<file path="src/rtl/main_mem_arbiter_pkg.sv">
// main_mem_arb_pkg: shared types, widths and the address-decode helper for the MainMemory arbiter.
package main_mem_arb_pkg;

    localparam int DW = 256;
    localparam int AW = 16;
    localparam logic [3:0] MAIN_MEM_SEL = 4'd0;

    typedef enum logic [2:0] {IDLE, ISSUE, WAIT, DONE, ERR} arb_state_t;

    // MainMemory owns module select 0; only the first depth words exist.
    function automatic logic addr_valid(input logic [AW-1:0] a, input int depth);
        return (a[15:12] == MAIN_MEM_SEL) && (int'(a[11:0]) < depth);
    endfunction

endpackage

</file>
<file path="src/rtl/main_mem_arbiter_if.sv">
// main_mem_arbiter_if: requester handshake plus MainMemory port bundle; slave = arbiter side.
interface main_mem_arbiter_if #(
    parameter int NREQ = 3,
    parameter int DW   = main_mem_arb_pkg::DW,
    parameter int AW   = main_mem_arb_pkg::AW
);
    logic [NREQ-1:0]    req;
    logic [NREQ-1:0]    wr;
    logic [NREQ*AW-1:0] req_addr;
    logic [NREQ*DW-1:0] req_wdata;
    logic [NREQ-1:0]    gnt;
    logic [NREQ-1:0]    done;
    logic               err;
    logic [DW-1:0]      rdata;
    logic               busy;
    logic [AW-1:0]      address;
    logic               nRead;
    logic               nWrite;
    logic [DW-1:0]      ExeDataOut;
    logic [DW-1:0]      MemDataOut;

    modport slave (
        input  req, wr, req_addr, req_wdata, MemDataOut,
        output gnt, done, err, rdata, busy, address, nRead, nWrite, ExeDataOut
    );

    modport master (
        output req, wr, req_addr, req_wdata, MemDataOut,
        input  gnt, done, err, rdata, busy, address, nRead, nWrite, ExeDataOut
    );

endinterface

</file>
<file path="src/rtl/main_mem_arbiter_picker.sv">
// main_mem_rr_picker: combinational round-robin winner search starting after ptr; MAIN_MEM_ARB_PRIO_EN gives requester 0 strict priority.
module main_mem_rr_picker #(
    parameter int NREQ = 3
) (
    input  logic [NREQ-1:0]         req,
    input  logic [$clog2(NREQ)-1:0] ptr,
    output logic [NREQ-1:0]         gnt,
    output logic [$clog2(NREQ)-1:0] idx,
    output logic                    any
);
    localparam int IW = $clog2(NREQ);

    logic [NREQ-1:0] cand;
    int j;

`ifdef MAIN_MEM_ARB_PRIO_EN
    assign cand = req[0] ? NREQ'(1) : {req[NREQ-1:1], 1'b0};
`else
    assign cand = req;
`endif

    // First candidate found walking upward from ptr+1 wins; the last owner is checked last.
    always_comb begin
        idx = '0;
        any = 1'b0;
        j   = 0;
        for (int k = 1; k <= NREQ; k++) begin
            j = (int'(ptr) + k) % NREQ;
            if (!any && cand[j]) begin
                any = 1'b1;
                idx = IW'(j);
            end
        end
        gnt = any ? (NREQ'(1) << idx) : '0;
    end

endmodule

</file>
<file path="src/rtl/main_mem_arbiter.sv">
// main_mem_arbiter: one-at-a-time MainMemory access arbiter with one-cycle strobes; option macro MAIN_MEM_ARB_PRIO_EN.
module main_mem_arbiter #(
    parameter int NREQ      = 3,
    parameter int DW        = main_mem_arb_pkg::DW,
    parameter int AW        = main_mem_arb_pkg::AW,
    parameter int MEM_DEPTH = 9
) (
    input logic               Clk,
    input logic               nReset,
    main_mem_arbiter_if.slave bus
);
    import main_mem_arb_pkg::*;

    localparam int IW = $clog2(NREQ);

    arb_state_t      state, state_n;
    logic [IW-1:0]   ptr, owner, pick_idx;
    logic [NREQ-1:0] owner_oh, pick_oh;
    logic            pick_any, wr_q;
    logic [AW-1:0]   addr_q, pick_addr;
    logic [DW-1:0]   wdata_q, rdata_q;

    main_mem_rr_picker #(.NREQ(NREQ)) u_picker (
        .req (bus.req),
        .ptr (ptr),
        .gnt (pick_oh),
        .idx (pick_idx),
        .any (pick_any)
    );

    assign pick_addr = bus.req_addr[pick_idx*AW +: AW];

    // State register
    always_ff @(posedge Clk or negedge nReset) begin
        if (!nReset) state <= IDLE;
        else         state <= state_n;
    end

    // Next state: bad addresses skip the memory and report straight away
    always_comb begin
        state_n = (state == IDLE)  ? (!pick_any ? IDLE : addr_valid(pick_addr, MEM_DEPTH) ? ISSUE : ERR) :
                  (state == ISSUE) ? (wr_q ? DONE : WAIT) :
                  (state == WAIT)  ? DONE : IDLE;
    end

    // Transaction capture in IDLE, read data capture in WAIT, fairness pointer update on completion
    always_ff @(posedge Clk or negedge nReset) begin
        if (!nReset) begin
            ptr      <= IW'(NREQ - 1);
            owner    <= '0;
            owner_oh <= '0;
            wr_q     <= 1'b0;
            addr_q   <= '0;
            wdata_q  <= '0;
            rdata_q  <= '0;
        end else begin
            if (state == IDLE && pick_any) begin
                owner    <= pick_idx;
                owner_oh <= pick_oh;
                wr_q     <= bus.wr[pick_idx];
                addr_q   <= pick_addr;
                wdata_q  <= bus.req_wdata[pick_idx*DW +: DW];
            end
            if (state == WAIT) rdata_q <= bus.MemDataOut;
            if (state == DONE || state == ERR) ptr <= owner;
        end
    end

    // State-decoded outputs; strobes can only fall in ISSUE and only one by construction
    always_comb begin
        bus.gnt    = (state == ISSUE) ? owner_oh : '0;
        bus.done   = (state == DONE || state == ERR) ? owner_oh : '0;
        bus.err    = (state == ERR);
        bus.busy   = (state != IDLE);
        bus.nRead  = !(state == ISSUE && !wr_q);
        bus.nWrite = !(state == ISSUE && wr_q);
    end

    assign bus.address    = addr_q;
    assign bus.ExeDataOut = wdata_q;
    assign bus.rdata      = rdata_q;

endmodule

</file>
<file path="src/flat_wrapper.sv">
// flat-port wrapper written by rule: the top's interface ports become plain ports
module main_mem_arbiter_flat import main_mem_arb_pkg::*;
#(
    parameter int NREQ      = 3,
    parameter int DW        = main_mem_arb_pkg::DW,
    parameter int AW        = main_mem_arb_pkg::AW,
    parameter int MEM_DEPTH = 9
)
  (Clk, nReset, bus_req, bus_wr, bus_req_addr, bus_req_wdata, bus_MemDataOut, bus_gnt, bus_done, bus_err, bus_rdata, bus_busy, bus_address, bus_nRead, bus_nWrite, bus_ExeDataOut);
  main_mem_arbiter_if #(.NREQ(NREQ), .DW(DW), .AW(AW)) bus_i ();
  input logic Clk;
  input logic nReset;
  input wire logic [$bits(bus_i.req)-1:0] bus_req;
  input wire logic [$bits(bus_i.wr)-1:0] bus_wr;
  input wire logic [$bits(bus_i.req_addr)-1:0] bus_req_addr;
  input wire logic [$bits(bus_i.req_wdata)-1:0] bus_req_wdata;
  input wire logic [$bits(bus_i.MemDataOut)-1:0] bus_MemDataOut;
  output wire logic [$bits(bus_i.gnt)-1:0] bus_gnt;
  output wire logic [$bits(bus_i.done)-1:0] bus_done;
  output wire logic [$bits(bus_i.err)-1:0] bus_err;
  output wire logic [$bits(bus_i.rdata)-1:0] bus_rdata;
  output wire logic [$bits(bus_i.busy)-1:0] bus_busy;
  output wire logic [$bits(bus_i.address)-1:0] bus_address;
  output wire logic [$bits(bus_i.nRead)-1:0] bus_nRead;
  output wire logic [$bits(bus_i.nWrite)-1:0] bus_nWrite;
  output wire logic [$bits(bus_i.ExeDataOut)-1:0] bus_ExeDataOut;
  assign bus_i.req = bus_req;
  assign bus_i.wr = bus_wr;
  assign bus_i.req_addr = bus_req_addr;
  assign bus_i.req_wdata = bus_req_wdata;
  assign bus_i.MemDataOut = bus_MemDataOut;
  assign bus_gnt = bus_i.gnt;
  assign bus_done = bus_i.done;
  assign bus_err = bus_i.err;
  assign bus_rdata = bus_i.rdata;
  assign bus_busy = bus_i.busy;
  assign bus_address = bus_i.address;
  assign bus_nRead = bus_i.nRead;
  assign bus_nWrite = bus_i.nWrite;
  assign bus_ExeDataOut = bus_i.ExeDataOut;
  main_mem_arbiter #(.NREQ(NREQ), .DW(DW), .AW(AW), .MEM_DEPTH(MEM_DEPTH)) u_core (.Clk(Clk), .nReset(nReset), .bus(bus_i));
endmodule
</file>
<file path="config.mk">
export PLATFORM = sky130hd
export DESIGN_NAME = main_mem_arbiter_flat
export DESIGN_NICKNAME = d
export VERILOG_FILES = /design/src/rtl/main_mem_arbiter_pkg.sv /design/src/rtl/main_mem_arbiter_if.sv /design/src/rtl/main_mem_arbiter_picker.sv /design/src/rtl/main_mem_arbiter.sv /design/src/flat_wrapper.sv
export SDC_FILE = /design/constraint.sdc
export NUM_CORES = 1
export LEC_CHECK = 0
export CORE_AREA = 5 5 627 629
export CTS_BUF_LIST = sky130_fd_sc_hd__clkbuf_8
export CTS_CLUSTER_DIAMETER = 50
export CTS_CLUSTER_SIZE = 20
export DETAILED_ROUTE_END_ITERATION = 8
export DIE_AREA = 0 0 632 634
export DONT_BUFFER_PORTS = 1
export PLACE_DENSITY = 0.3
export SLEW_MARGIN = 20
export SYNTH_ARGS = -nofsm -noshare
export SYNTH_HDL_FRONTEND = slang
export SYNTH_SLANG_ARGS = --single-unit
</file>
<file path="constraint.sdc">
create_clock -name Clk -period 2.7 [get_ports Clk]
set_clock_uncertainty 0.15 [all_clocks]
set_input_delay 0.405 -clock Clk [delete_from_list [all_inputs] [get_ports Clk]]
set_output_delay 0.405 -clock Clk [all_outputs]
set_load 0.1 [all_outputs]
</file>
# Yosys cells after proc, flatten, opt, wreduce, memory -nomap -nowiden
# Index checks and enable logic that the tools add are counted.
[word_totals]
ff_bits = 539
input_bits = 1080
[classes]
div = 3
mux = 26
n_shift = 3
order_cmp = 5
n_eq_ne = 4
reduce_logical = 15
add_sub_neg = 3
[op_table]
columns = ["op", "n"]
rows = [
  ["768-bit by 11-bit variable part select with 256-bit output", 1],
  ["32-bit by 4-bit < comparator with 1-bit output, second input constant", 3],
  ["32-bit by 3-bit remainder unit with 32-bit output, second input constant", 3],
  ["48-bit by 7-bit variable part select with 16-bit output", 1],
  ["3-bit 2-to-1 mux", 7],
  ["12-bit by 4-bit < comparator with 1-bit output, second input constant", 1],
  ["1-bit 2-to-1 mux", 11],
  ["1-bit binary-select mux with 2-bit select", 4],
  ["2-bit 2-to-1 mux", 4],
  ["2-bit by 2-bit adder with 3-bit output, second input constant", 2],
  ["3-bit by 2-bit == test with 1-bit output, second input constant", 2],
  ["1-bit logical AND", 6],
  ["1-bit logical NOT", 5],
  ["4-bit logical NOT", 1],
  ["2-bit by 1-bit adder with 3-bit output, second input constant", 1],
  ["3-bit by 1-bit == test with 1-bit output, second input constant", 1],
  ["3-bit == test, second input constant", 1],
  ["3-bit logical NOT", 1],
  ["2-bit by 3-bit < comparator with 1-bit output, second input constant", 1],
  ["3-bit nonzero test", 1],
  ["1-bit by 2-bit left shift with 3-bit output, first input constant", 1],
  ["1-bit logical OR", 1],
]

# Depth between registers and ports, before layout
# Gate-level depths: netlist of the first run.
[logic_depth]
ltp_word = 18
mapped_depth = 13
mapped_depth_nobuf = 10

# Cells and area by module
# From an unflattened synthesis of the first run, not the netlist that was laid out.
[hier_totals]
cells_unflattened = 2393
area_unflattened_um2 = 25286.8
[by_module_without_submodules]
columns = ["module", "seq_area_each_um2", "instances", "cells_each", "area_each_um2"]
rows = [
  ["main_mem_arbiter", 13489.2, 1, 2355, 25047.8],
  ["main_mem_rr_picker", 0.0, 1, 38, 239.0],
]

# Worst setup path after synthesis of the first run
# OpenSTA, ideal clock, no wires.
[synth_path]
path_kind = "register -> output"
startpoint = "register u_core.state[1]"
endpoint = "output bus_done[0]"
required_time_ns = 2.145
t_arrival_ns = 3.898
setup_slack_ns = -1.753
stages_incl_launch_ff = 4
path_cell_list = "dfrtp_1 nor3b_1 o21bai_1 and2_1"
[synth_via]
elab_chain_cells = 3
elab_cells_between_ends = 4
[synth_lines]
columns = ["element", "line", "text"]
rows = [
  ["start, declared", "main_mem_arbiter.sv:16", "arb_state_t state, state_n;"],
  ["start signal, assigned", "main_mem_arbiter.sv:36", "else state <= state_n;"],
  ["3-bit == test", "n/a", ""],
  ["via bus_err", "flat_wrapper.sv:20", "output wire logic [$bits(bus_i.err)-1:0] bus_err;"],
  ["1-bit logical OR", "main_mem_arbiter.sv:72", "bus.done = (state == DONE || state == ERR) ? owner_oh : '0;"],
  ["3-bit 2-to-1 mux", "main_mem_arbiter.sv:72", ""],
  ["end, declared", "flat_wrapper.sv:19", "output wire logic [$bits(bus_i.done)-1:0] bus_done;"],
]
# The timed path passes the listed nets, and every way through them passes these cells.

# Final worst setup path of the first run
[layout_path]
startpoint = "register u_core.ptr[1]"
endpoint = "register u_core.state[2]"
[layout_via]
elab_chain_cells = 18
elab_cells_between_ends = 32
[layout_lines]
columns = ["element", "line", "text"]
rows = [
  ["start, declared", "main_mem_arbiter.sv:17", "logic [IW-1:0] ptr, owner, pick_idx;"],
  ["start signal, assigned", "main_mem_arbiter.sv:49", "ptr <= IW'(NREQ - 1);"],
  ["start signal, assigned", "main_mem_arbiter.sv:65", "if (state == DONE || state == ERR) ptr <= owner;"],
  ["2-bit by 1-bit adder with 3-bit output", "main_mem_arbiter_picker.sv:28", "j = (int'(ptr) + k) % NREQ;"],
  ["32-bit by 3-bit remainder unit with 32-bit output", "main_mem_arbiter_picker.sv:28", ""],
  ["1-bit binary-select mux with 2-bit select", "main_mem_arbiter_picker.sv:29", "if (!any && cand[j]) begin"],
  ["1-bit 2-to-1 mux (implied by the code) (2 in series)", "main_mem_arbiter_picker.sv:29", ""],
  ["1-bit 2-to-1 mux", "main_mem_arbiter_picker.sv:29", ""],
  ["1-bit logical NOT", "main_mem_arbiter_picker.sv:29", ""],
  ["1-bit logical AND", "main_mem_arbiter_picker.sv:29", ""],
  ["1-bit 2-to-1 mux", "main_mem_arbiter_picker.sv:29", ""],
  ["1-bit logical NOT", "main_mem_arbiter_picker.sv:29", ""],
  ["1-bit logical AND", "main_mem_arbiter_picker.sv:29", ""],
  ["2-bit 2-to-1 mux", "main_mem_arbiter_picker.sv:29", ""],
  ["48-bit by 7-bit variable part select with 16-bit output", "main_mem_arbiter.sv:31", "assign pick_addr = bus.req_addr[pick_idx*AW +: AW];"],
  ["12-bit by 4-bit < comparator with 1-bit output or 4-bit logical NOT (tied branches)", "main_mem_arbiter_pkg.sv:12", "return (a[15:12] == MAIN_MEM_SEL) && (int'(a[11:0]) < depth);"],
  ["1-bit logical AND", "main_mem_arbiter_pkg.sv:12", ""],
  ["3-bit 2-to-1 mux", "main_mem_arbiter.sv:41", "state_n = (state == IDLE) ? (!pick_any ? IDLE : addr_valid(pick_addr, MEM_DEPTH) ? ISSUE : ERR) :"],
  ["3-bit 2-to-1 mux (*) (2 in series)", "main_mem_arbiter.sv:41", ""],
  ["via u_core.state_n[2]", "main_mem_arbiter.sv:16", ""],
]
# Mark *: on every way through the listed nets, which the timed path passes. The rest lies on a longest branch. The select of a mux whose other input is x is not followed.
# A chain may end at the register's enable or synchronous reset.

==> metrics.md, run 1 <==
| Metric | Value |
|---|---|
| DRT Pass-1 Iters | 5 |
| DP HPWL | around 240 mm |
| Setup crit end kind | register |
| Die Y | 634 um |
| Die X | 632 um |
| Synth cell count leaders | dfrtp_1, mux2i_1, o21ai_0 |
| Post-synth EDFFs | 0 |
| Final number of hold-violating endpoints | between 100 and 150 |
| Reg clk slew, reported paths | around 90 ps |
| Seq/Total Area, Yosys | 53.4% |
| Synth Flop Type | dfrtp_1 |
| Tightest Pin Transition | 1040 ps |
| Syn nets | ~3.5k |
| CP Max Fanout | 5 |
| Most common cell in the netlist | dfrtp_1 |
| Peak Freq | between 300 and 400 MHz |
| Vias | 29.7k |
| Yosys reg bits | 539 |
| Share of layout cells above drive strength 1 | 31.1% |
| DRC | 0 |
| Async SR Flop Fraction | 100% |
| Antenna-violating nets left | 0 |
| Area delta synth->final | 126% |
| Top cell type's share of synthesized area | 53.2% |
| Dpl cell area | 35200 um^2 |
| WS Path Type | register to register |
| Vias in the first global route | slightly above 30k |
| Routed len/inst | ~30 um |
| Min Hold Slack | -138 ps |
| Total negative setup slack | -92890 ps |
| Worst R2R Start | u_core.ptr[1] |
| Reg-to-reg setup timing slack | -500 ps |
| Vias per Instance | 3.01 |
| Fin worst setup slack | -501 ps |
| Global Route Usage Sum | 14.0% |
| Mean Syn Cell Area | around 11 um^2 |
| R2r endpoint | u_core.state[2] |
| IO Count | about 1.6k |
| Max-capacitance violation count | 0 |
| CP required | around 3400 ps |
| Synth area leaders | dfrtp_1, mux2_2, mux2i_1 |
| CTS tree | built |
| Drt total wl | 296 mm |
| RePlAce Congestion | 0.884 |
| Clock sinks | 539 |
| RSZ-0062 raised after global routing | true |
| Startpoint types | register |
| Die ar. | 401000 um^2 |
| Final Max Tran Viols | 0 |
| Initial Utilization | 6.53% |
| CP arrival | just under 4000 ps |
| Global-route wire length before repair | 361 mm |
| Worst-skew pair later-pin latency | 990 ps |
| Std-Cell Rows | 229 |
| Status | complete, but fails checks |
| # nets final | around 5.5k |
| Final instance area | ~57000 um^2 |
| Htree depth | 3 |
| Worst Setup SP | u_core.ptr[1] |
| Grt total ovfl | 0 |
| Clock tree buffer depth | 4 |
| Relative slew slack | 30.3% |
| Post-synth cell types | 44 |
| DRT iter0 DRCs | 1682 |
| Final cycle utilization of the critical path | 119% |
| Largest net degree at the start of global routing | 540 |
| Initial antenna violation count | 308 |
| Failing checks | negative hold slack, negative setup slack |
| Setup violators final | 289 |
| Worst hold path type | input port to asynchronous set/reset pin |
| Syn Inst Count | 2406 |
| Total CTS buffers | 124 |
| Syn. warnings | 0 |
| Mapped cell area | 25300 um^2 |
| R2R depth | 14 |
| PortBufs | 0 |
| Cell accounting for the most synthesized area | dfrtp_1 |
| Root Driver | clkbuf_8 |
| Final min period | 3200 ps |
| Core Footprint | slightly below 400000 um^2 |
[cell type report]
| cell class | count | area, um^2 |
|---|---|---|
| Antenna cell | 133 | 333 |
| Timing Repair Buffer | 2077 | 21300 |
| Inverter | 5 | 18.8 |
| Clock inverter | 92 | 927 |
| Tap cell | 5197 | 6500 |
| Fill cell | 43500 | 330000 |
| Clock buffer | 135 | 1860 |
| Sequential cell | 539 | 13600 |
| Multi-Input combinational cell | 1681 | 12700 |
[worst max-delay path: stages, from the launching register on]
cell	delay [ps]
dfstp_2	570
inv_2	60
ha_4	170
mux2_4	330
a211oi_4	310
o22ai_4	120
buf_12	150
buf_6	130
buf_16	140
mux2i_4	180
a21oi_4	120
nor4_4	290
nand4_1	150
buf_4	180
nor2b_1	120
[per-layer routing]
layer	global-route usage [%]	wire, um
met2	26.0	154000
met4	8.03	21100
met1	13.2	94300
met5	0	1050
met3	4.95	24900
[flip-flops by register name, indices dropped and copies added (netlist names)]
| name | flops |
|---|---|
| u_core.ptr | 2 |
| u_core.state | 3 |
| u_core.owner_oh | 3 |
| u_core.owner | 2 |
| u_core.wr_q | 1 |
| u_core.bus.ExeDataOut | 256 |
| u_core.bus.rdata | 256 |
| u_core.bus.address | 16 |
[cell families (layout without fill, tap and decap cells)]
family / count (synthesis) / after routing / share of synthesized area, %
buffers and inverters: 187 / 2309 / 3.37
XOR/XNOR: 1 / 1 / 0.0346
AO/OA/AOI/OAI: 557 / 557 / 11.2
other: 0 / 133 / 0
flip-flops: 539 / 539 / 53.4
adder cells (fa/ha/maj): 4 / 4 / 0.198
AND/OR/NAND/NOR: 571 / 572 / 8.85
multiplexers: 547 / 547 / 23.0
[through the flow]
| step | worst slack [ps] | hold slack [ps] | cells | util, % |
|---|---|---|---|---|
| 6_report | -501 | -138 | 9859 | 14.8 |
| 5_1_grt | -618 | -225 | 9812 | 14.7 |
| 4_1_cts | -477 | -1240 | 9708 | 14.5 |
| 3_5_place_dp | -830 | -22.8 | 7915 | 9.09 |
| 3_3_place_gp | -841 | -21.1 | 7915 | 9.09 |
| 2_1_floorplan | -99.6 | -40.6 | 2406 | - |
[cells in the final DEF (no fill, tap or decap), types with 133 or more instances in the layout]
master and instances:
nor2_1 243, buf_4 436, a21oi_1 198, diode_2 133
nand2_1 263, o21ai_1 162, mux2_2 260, mux2i_1 175
dfrtp_1 467, clkbuf_8 135, dlygate4sd3_1 1482
[timing repair]
item	CTS	global route
resized for setup	611	120
setup endpoints to repair	352	306
cloned	29	6
hold buffers	1481	2
pin swaps	39	21
hold endpoints to repair	1075	352
setup buffers	70	9
[worst max path at each step]
stage / endpoint / depth (start not counted)
2_1_floorplan: u_core.state[2] / 13
3_3_place_gp: u_core.state[2] / 13
3_5_place_dp: u_core.state[2] / 13
4_1_cts: u_core.state[2] / 14
5_1_grt: u_core.state[2] / 14
6_report: u_core.state[2] / 14
Power of run 1 is not shown: default switching activity piles up to over one toggle a cycle in this logic, so the estimate is an artifact.
==> run 2: changes to the inputs <==
- ABC_AREA: not set -> 1
- CELL_PAD_IN_SITES_DETAIL_PLACEMENT: not set -> 0
- CELL_PAD_IN_SITES_GLOBAL_PLACEMENT: not set -> 2
- CORE_AREA: 5 5 627 629 -> 5 5 624 626
- DIE_AREA: 0 0 632 634 -> 0 0 629 631
==> run 2 against run 1 <==
  * The flow still finishes with violations (negative hold slack, negative setup slack)
  * Design area is 1.3% higher
  * Synthesized cell count rose by 4.8%
  * Non-clock buffer count up 179
  * Die area decreased by 0.95%
==> metrics.md, run 2 <==
| Metric | Value |
|---|---|
| Post-Synth XOR/XNOR Area | 0% |
| Mean Syn Cell Area | approximately 9.8 um^2 |
| Routed len/inst | 30.7 um |
| Initial Utilization | roughly 6.4% |
| Share of layout cells above drive strength 1 | 29.1% |
| CP max stage cell | dfstp_2 |
| Cell Chain, Critical Path | inv_4 > ha_4 > nand2_1 > nand3_2 > nand2_4 > buf_4 > nand3_4 > nand2_8 > buf_16 > buf_16 > buf_16 > buf_4 > nor2_4 > o311ai_1 |
| Fin worst setup slack | -117 ps |
| Die ar. | 397000 um^2 |
| Tightest Pin Transition | 1030 ps |
| Async SR Flop Fraction | 100% |
| Fraction of the mapped netlist area in adder cells | 0.202% |
| Die Y | 631 um |
| Synth area leaders | dfrtp_1, mux2_2, nand2_1 |
| Vias per Instance | around 3.1 |
| Final Max Tran Viols | 0 |
| Die X | 629 um |
| PortBufs | 0 |
| Critical Path Most Common Cell | buf_16 |
| Final min period | between 2000 and 3000 ps |
| Startpoint types | register |
| Lkg Pwr | 0.0229 uW |
| Pre-CTS setup slack | -599 ps |
| Pwr/cell area | 1760 nW/um^2 |
| Global Route Usage Sum | 14.6% |
| WS Path Type | register to register |
| IO Count | 1618 |
| Worst hold path type | input port to asynchronous set/reset pin |
| Htree depth | 4 |
| Area delta synth->final | 134% |
| Most common cell in the netlist | nand2_1 |
| Status | complete, but fails checks |
| Core Util, Final | approximately 15% |
| CTS tree | built |
| Drt total wl | around 310 mm |
| CP Max Fanout | 8 |
| Number of cells on the critical path | 14 |
| Failing checks | negative hold slack, negative setup slack |
| Synth cell count leaders | nand2_1, dfrtp_1, nor2_1 |
| Top delay family on crit path | buffers and inverters |
| Final number of hold-violating endpoints | 20 |
| Yosys reg bits | roughly 540 |
| Setup violators final | 134 |
| Clock tree buffer depth | 4 |
| Post-synth EDFFs | 0 |
| Cell accounting for the most synthesized area | dfrtp_1 |
| Grt total ovfl | 0 |
| Mapped cell area | 24700 um^2 |
| CP bufs+invs | 6 |
| Core Footprint | 384000 um^2 |
| Reg clk slew, reported paths | approximately 60 ps |
| Root Driver | clkbuf_8 |
| Post-synth cell types | 35 |
| Max-capacitance violation count | 0 |
| Std-Cell Rows | 228 |
| Syn Inst Count | 2521 |
| Vias in the first global route | 32.8k |
| DRC | 0 |
| Mux cell area share after synthesis | 11.7% |
| Final cycle utilization of the critical path | 104% |
| Final-layout fill cell count | 43.3k |
| CP arrival | 3440 ps |
| R2R depth | 14 |
| Initial antenna violation count | between 200 and 300 |
| RePlAce Congestion | 0.884 |
| Peak Freq | 355 MHz |
| DRT iter0 DRCs | between 1.5k and 2k |
| DP HPWL | between 200 and 300 mm |
| # nets final | 5823 |
| DRT Pass-1 Iters | 5 |
| Syn. warnings | 0 |
| Vias | between 30k and 40k |
| RSZ-0062 raised after global routing | true |
| Syn nets | 3605 |
| Seq/Total Area, Yosys | 54.5% |
| Worst-skew pair later-pin latency | 890 ps |
| Top cell type's share of synthesized area | 54.4% |
| Total CTS buffers | 151 |
| Relative slew slack | between 30% and 40% |
| Commonest non-fill, non-tap cell in the layout | dlygate4sd3_1 |
| Commonest non-fill, non-tap cells in the layout | dlygate4sd3_1, nand2_1, dfrtp_1, buf_4, mux2_2 |
| Min Hold Slack | -80.3 ps |
| Global-route wire length before repair | 380 mm |
| Synth Flop Type | dfrtp_1 |
| Post-synthesis compound-gate area fraction | 14.4% |
| Antenna-violating nets left | 0 |
| Area share of and/or/nand/nor cells after synthesis | 14.8% |
| Largest net degree at the start of global routing | 125 |
| Clock sinks | 539 |
| Largest family of logic cells by synthesized area | simple AND/OR/NAND/NOR gates |
| Maximum vdd drop | roughly 0.9 mV |
| Crit path largest cell delay | 590 ps |
| CP required | 3330 ps |
| Setup crit end kind | register |
run 2: cell types whose count changed in the layout (fill, tap and decap cells not counted), moves of 75 or more:
cell and change:
o211ai_1 +130, a21oi_1 -196, dlygate4sd3_1 +98, buf_4 +78
o21ai_1 -90, nand2_1 +266, o311ai_1 +115, mux2i_4 -75
mux2i_1 -175
run 2: path summary, 6_finish.rpt:
path,startpoint,to,slack [ps]
worst min-delay path,nReset,u_core.bus.ExeDataOut[170],-80
min in group Clk,bus_req[0],u_core.owner[0],60
worst min register to register,u_core.owner[0],u_core.owner[0],350
worst max-delay path,u_core.ptr[1],u_core.bus.ExeDataOut[123],-120
worst max register to register,u_core.ptr[1],u_core.bus.ExeDataOut[123],-120
max in group asynchronous,nReset,u_core.bus.ExeDataOut[128],340
run 2: worst reg2reg max path, cell delays in order, from the launching register on:
cell      delay (ps)
dfstp_2          590
inv_4             70
ha_4             180
nand2_1           80
nand3_2          110
nand2_4          100
buf_4            120
nand3_4          110
nand2_8          120
buf_16           200
buf_16           220
buf_16           200
buf_4            140
nor2_4            40
o311ai_1         280
run 2: per-layer routing:
metal  GRT usage [%]  up-vias  routed length (um)
li1                -    13400                   -
met1            17.5    15500              126000
met2            24.6     1581              147000
met3            5.32      542               24000
met4            3.85      176                9520
met5               0        -                1070
run 2: cell families after synthesis:
kind of cell / Yosys count
AO/OA/AOI/OAI: 544
multiplexers: 256
adder cells (fa/ha/maj): 4
buffers and inverters: 237
flip-flops: 539
AND/OR/NAND/NOR: 941
run 2: cell type report:
cell class	instances	area, um^2	area share, %
repair buffers	2256	23000	39.6
flip-flops and latches	539	13500	23.3
multi-input cells	1745	11200	19.3
well taps	5060	6330	10.9
clock buffers	179	2460	4.25
clock inverters	93	1040	1.80
diodes	88	220	0.380
inverters	44	204	0.352
repair inverters	2	46.3	0.0799
run 2: stage by stage:
stage	instances	setup TNS (ps)	instance area [um^2]	total power, uW
3_5_place_dp	7963	-70830	35300	75000
5_1_grt	9965	-39250	57800	107000
6_report	10000	-4990	57900	102000
3_3_place_gp	7958	-78250	35200	74700
2_1_floorplan	2521	-223	24700	51500
4_1_cts	9858	-15670	56500	99800
run 2: timing repair:
action / in CTS / in global routing
cloned: 19 / 20
gates resized for setup: 382 / 138
hold buffers: 1558 / 22
pin swaps: 45 / 78
hold endpoints to repair: 858 / 102
setup buffers: 49 / 22
endpoints found under the setup margin: 281 / 325
run 2: power breakdown:
| group | leakage, uW | total (uW) | switching, uW | internal (uW) |
|---|---|---|---|---|
| clock network | 0.00184 | 13700 | 5690 | 7970 |
| logic | 0.0147 | 67000 | 44300 | 22700 |
| registers | 0.00640 | 21200 | 9730 | 11500 |
No activity file was read; power rests on OpenSTA's default activity.
==> run 3: changes to the inputs <==
- CORE_AREA: 5 5 624 626 -> 5 5 634 636
- CTS_BUF_LIST: sky130_fd_sc_hd__clkbuf_8 -> sky130_fd_sc_hd__clkbuf_16
- DIE_AREA: 0 0 629 631 -> 0 0 639 641
- SYNTH_HIERARCHICAL: not set -> 1
==> run 3 against run 2 <==
  * Die area is 3.2% higher
  * Worst setup slack worse by 280 ps
  * Register-to-register slack got worse by 280 ps
  * Worst hold slack improved by 220 ps
  * The run ends with negative setup slack left
  * Wire length shrank 14%
  * Highest routed layer unchanged
  * Global-route usage down 2.7 points
  * Via count decreased by 6.7%
==> metrics.md, run 3 <==
| Metric | Value |
|---|---|
| Synth area leaders | dfrtp_1, mux2_2, nor2_1 |
| Final cycle utilization of the critical path | 115% |
| Worst-skew pair later-pin latency | ~800 ps |
| Syn nets | 3635 |
| Die X | 639 um |
| # nets final | 5434 |
| Global Route Usage Sum | 11.9% |
| Vias in the first global route | 31.6k |
| Initial Utilization | 6.45% |
| Std-Cell Rows | between 200 and 250 |
| Die ar. | 410000 um^2 |
| Post-synth EDFFs | 0 |
| Peak Freq | around 320 MHz |
| CP Max Fanout | 8 |
| Synth Flop Type | dfrtp_1 |
| Hold Path Stages | 2 |
| Relative slew slack | 33.9% |
| Clock tree buffer depth | 4 |
| CTS tree | built |
| DRT Pass-1 Iters | 5 |
| Startpoint types | register |
| Fin worst setup slack | -399 ps |
| Vias per Instance | ~3 |
| R2R depth | 14 |
| CP max stage cell | dfstp_2 |
| Clock sinks | 539 |
| Share of layout cells above drive strength 1 | 39.3% |
| Area delta synth->final | 134% |
| CP required | 3180 ps |
| Htree depth | 4 |
| DRC | 0 |
| Mean Syn Cell Area | 9.99 um^2 |
| Antenna-violating nets left | 0 |
| Final min period | slightly above 3000 ps |
| IO Count | 1618 |
| Drt total wl | between 200 and 300 mm |
| Total CTS buffers | 144 |
| RePlAce Congestion | 0.818 |
| Crit path largest cell delay | 560 ps |
| Commonest non-fill, non-tap cells in the layout | dlygate4sd3_1, dfrtp_1, nor2_1, buf_4, mux2_2 |
| Root Driver | clkbuf_16 |
| WS Path Type | register to register |
| Setup violators final | 271 |
| Cell Chain, Critical Path | ha_4 > o21ai_2 > nand2_4 > nand4_1 > nand2_8 > buf_6 > buf_12 > buf_16 > buf_12 > buf_12 > buf_12 > clkbuf_16 > nor2_2 > o311ai_2 |
| Mapped cell area | between 20000 and 30000 um^2 |
| Failing checks | negative setup slack |
| Dpl cell area | approximately 36000 um^2 |
| Reg clk slew, reported paths | 60 ps |
| Core Util, Final | 15.1% |
| Cell accounting for the most synthesized area | dfrtp_1 |
| Syn. warnings | 6 |
| Largest net degree at the start of global routing | 139 |
| Global-route wire length before repair | 327 mm |
| Post-synth cell types | 32 |
| Syn Inst Count | 2552 |
| Async SR Flop Fraction | 100% |
| Synth cell count leaders | nor2_1, dfrtp_1, nand2_1 |
| Final number of hold-violating endpoints | 0 |
| Grt total ovfl | 0 |
| Max-capacitance violation count | 0 |
| Most common cell in the netlist | nor2_1 |
| Initial antenna violation count | 130 |
| Setup crit end kind | register |
| Yosys reg bits | 539 |
| Final instance area | 59700 um^2 |
| Worst hold path type | input port to register |
| Core Footprint | between 300000 and 400000 um^2 |
| Top delay family on crit path | buffers and inverters |
| DRT iter0 DRCs | between 1k and 1.5k |
| Min Hold Slack | 138 ps |
| Die Y | 641 um |
| PortBufs | 0 |
| Top cell type's share of synthesized area | 52.8% |
| DP HPWL | 203 mm |
| Tightest Pin Transition | 991 ps |
| Final Max Tran Viols | 0 |
| Number of cells on the critical path | 14 |
| Routed len/inst | 27.0 um |
| CP arrival | 3580 ps |
| CP bufs+invs | 7 |
| Vias | 29.1k |
| Seq/Total Area, Yosys | 52.9% |
| RSZ-0062 raised after global routing | true |
| Commonest non-fill, non-tap cell in the layout | dlygate4sd3_1 |
| Critical Path Most Common Cell | buf_12 |
| Status | complete, but fails checks |
run 3: cell types whose count changed after synthesis, moves of 98 or more:
cell	before	now
nand3_1	37	180
o211ai_1	130	0
o21ai_0	248	107
nand2_1	589	290
nor2_1	294	541
a21oi_1	2	100
run 3: path summary, 6_finish.rpt:
kind,start,to,slack [ps]
min in group asynchronous,nReset,u_core/bus.rdata[218],610
max in group asynchronous,nReset,u_core/bus.ExeDataOut[6],140
setup reg to reg,u_core/ptr[1],u_core/bus.ExeDataOut[125],-400
setup / recovery,u_core/ptr[1],u_core/bus.ExeDataOut[125],-400
hold / removal,bus_MemDataOut[164],u_core/bus.rdata[164],140
hold reg to reg,u_core/bus.address[1],u_core/bus.address[1],330
run 3: kinds of logic after synthesis:
group	share of synthesized area (%)
flip-flops	52.9
AO/OA/AOI/OAI	14.8
multiplexers	11.3
buffers and inverters	4.60
AND/OR/NAND/NOR	16.2
adder cells (fa/ha/maj)	0.147
run 3: final cells by class:
type,count,area [um^2]
timing repair inverter,4,68.8
clock inverter,99,881
inverter,48,279
clock buffer,147,3680
timing repair buffer,1857,20300
antenna,49,123
sequential,539,13500
multi-input combinational,1757,14300
tap,5242,6560
fill,44300,335000
run 3: timing repair:
action,4_1_cts,5_1_grt
endpoints found under the hold margin,878,0
gates cloned,49,28
setup endpoints to repair,285,407
setup buffers,81,62
gates resized for setup,561,422
pin swaps,76,133
hold buffers,1094,0
run 3: routing by layer:
| metal | vias up | wire [um] | part of all wire [%] | global-route usage, % |
|---|---|---|---|---|
| met5 | - | 443 | 0.17 | 0 |
| met1 | 14600 | 97700 | 37 | 13.0 |
| met3 | 432 | 19200 | 7.3 | 3.46 |
| met2 | 1363 | 136000 | 52 | 21.7 |
| met4 | 70 | 9510 | 3.6 | 4.14 |
| li1 | 12700 | - | - | - |
run 3: stage by stage:
| step | TNS, ps | worst slack (ps) | std cells |
|---|---|---|---|
| floorplan | -680 | -227 | 2552 |
| global placement | -119460 | -898 | 8157 |
| detailed placement | -113240 | -819 | 8161 |
| CTS | -55390 | -452 | 9625 |
| global route | -92670 | -519 | 9728 |
| finish | -62900 | -399 | 9742 |
Power of run 3 is left out for the same reason.
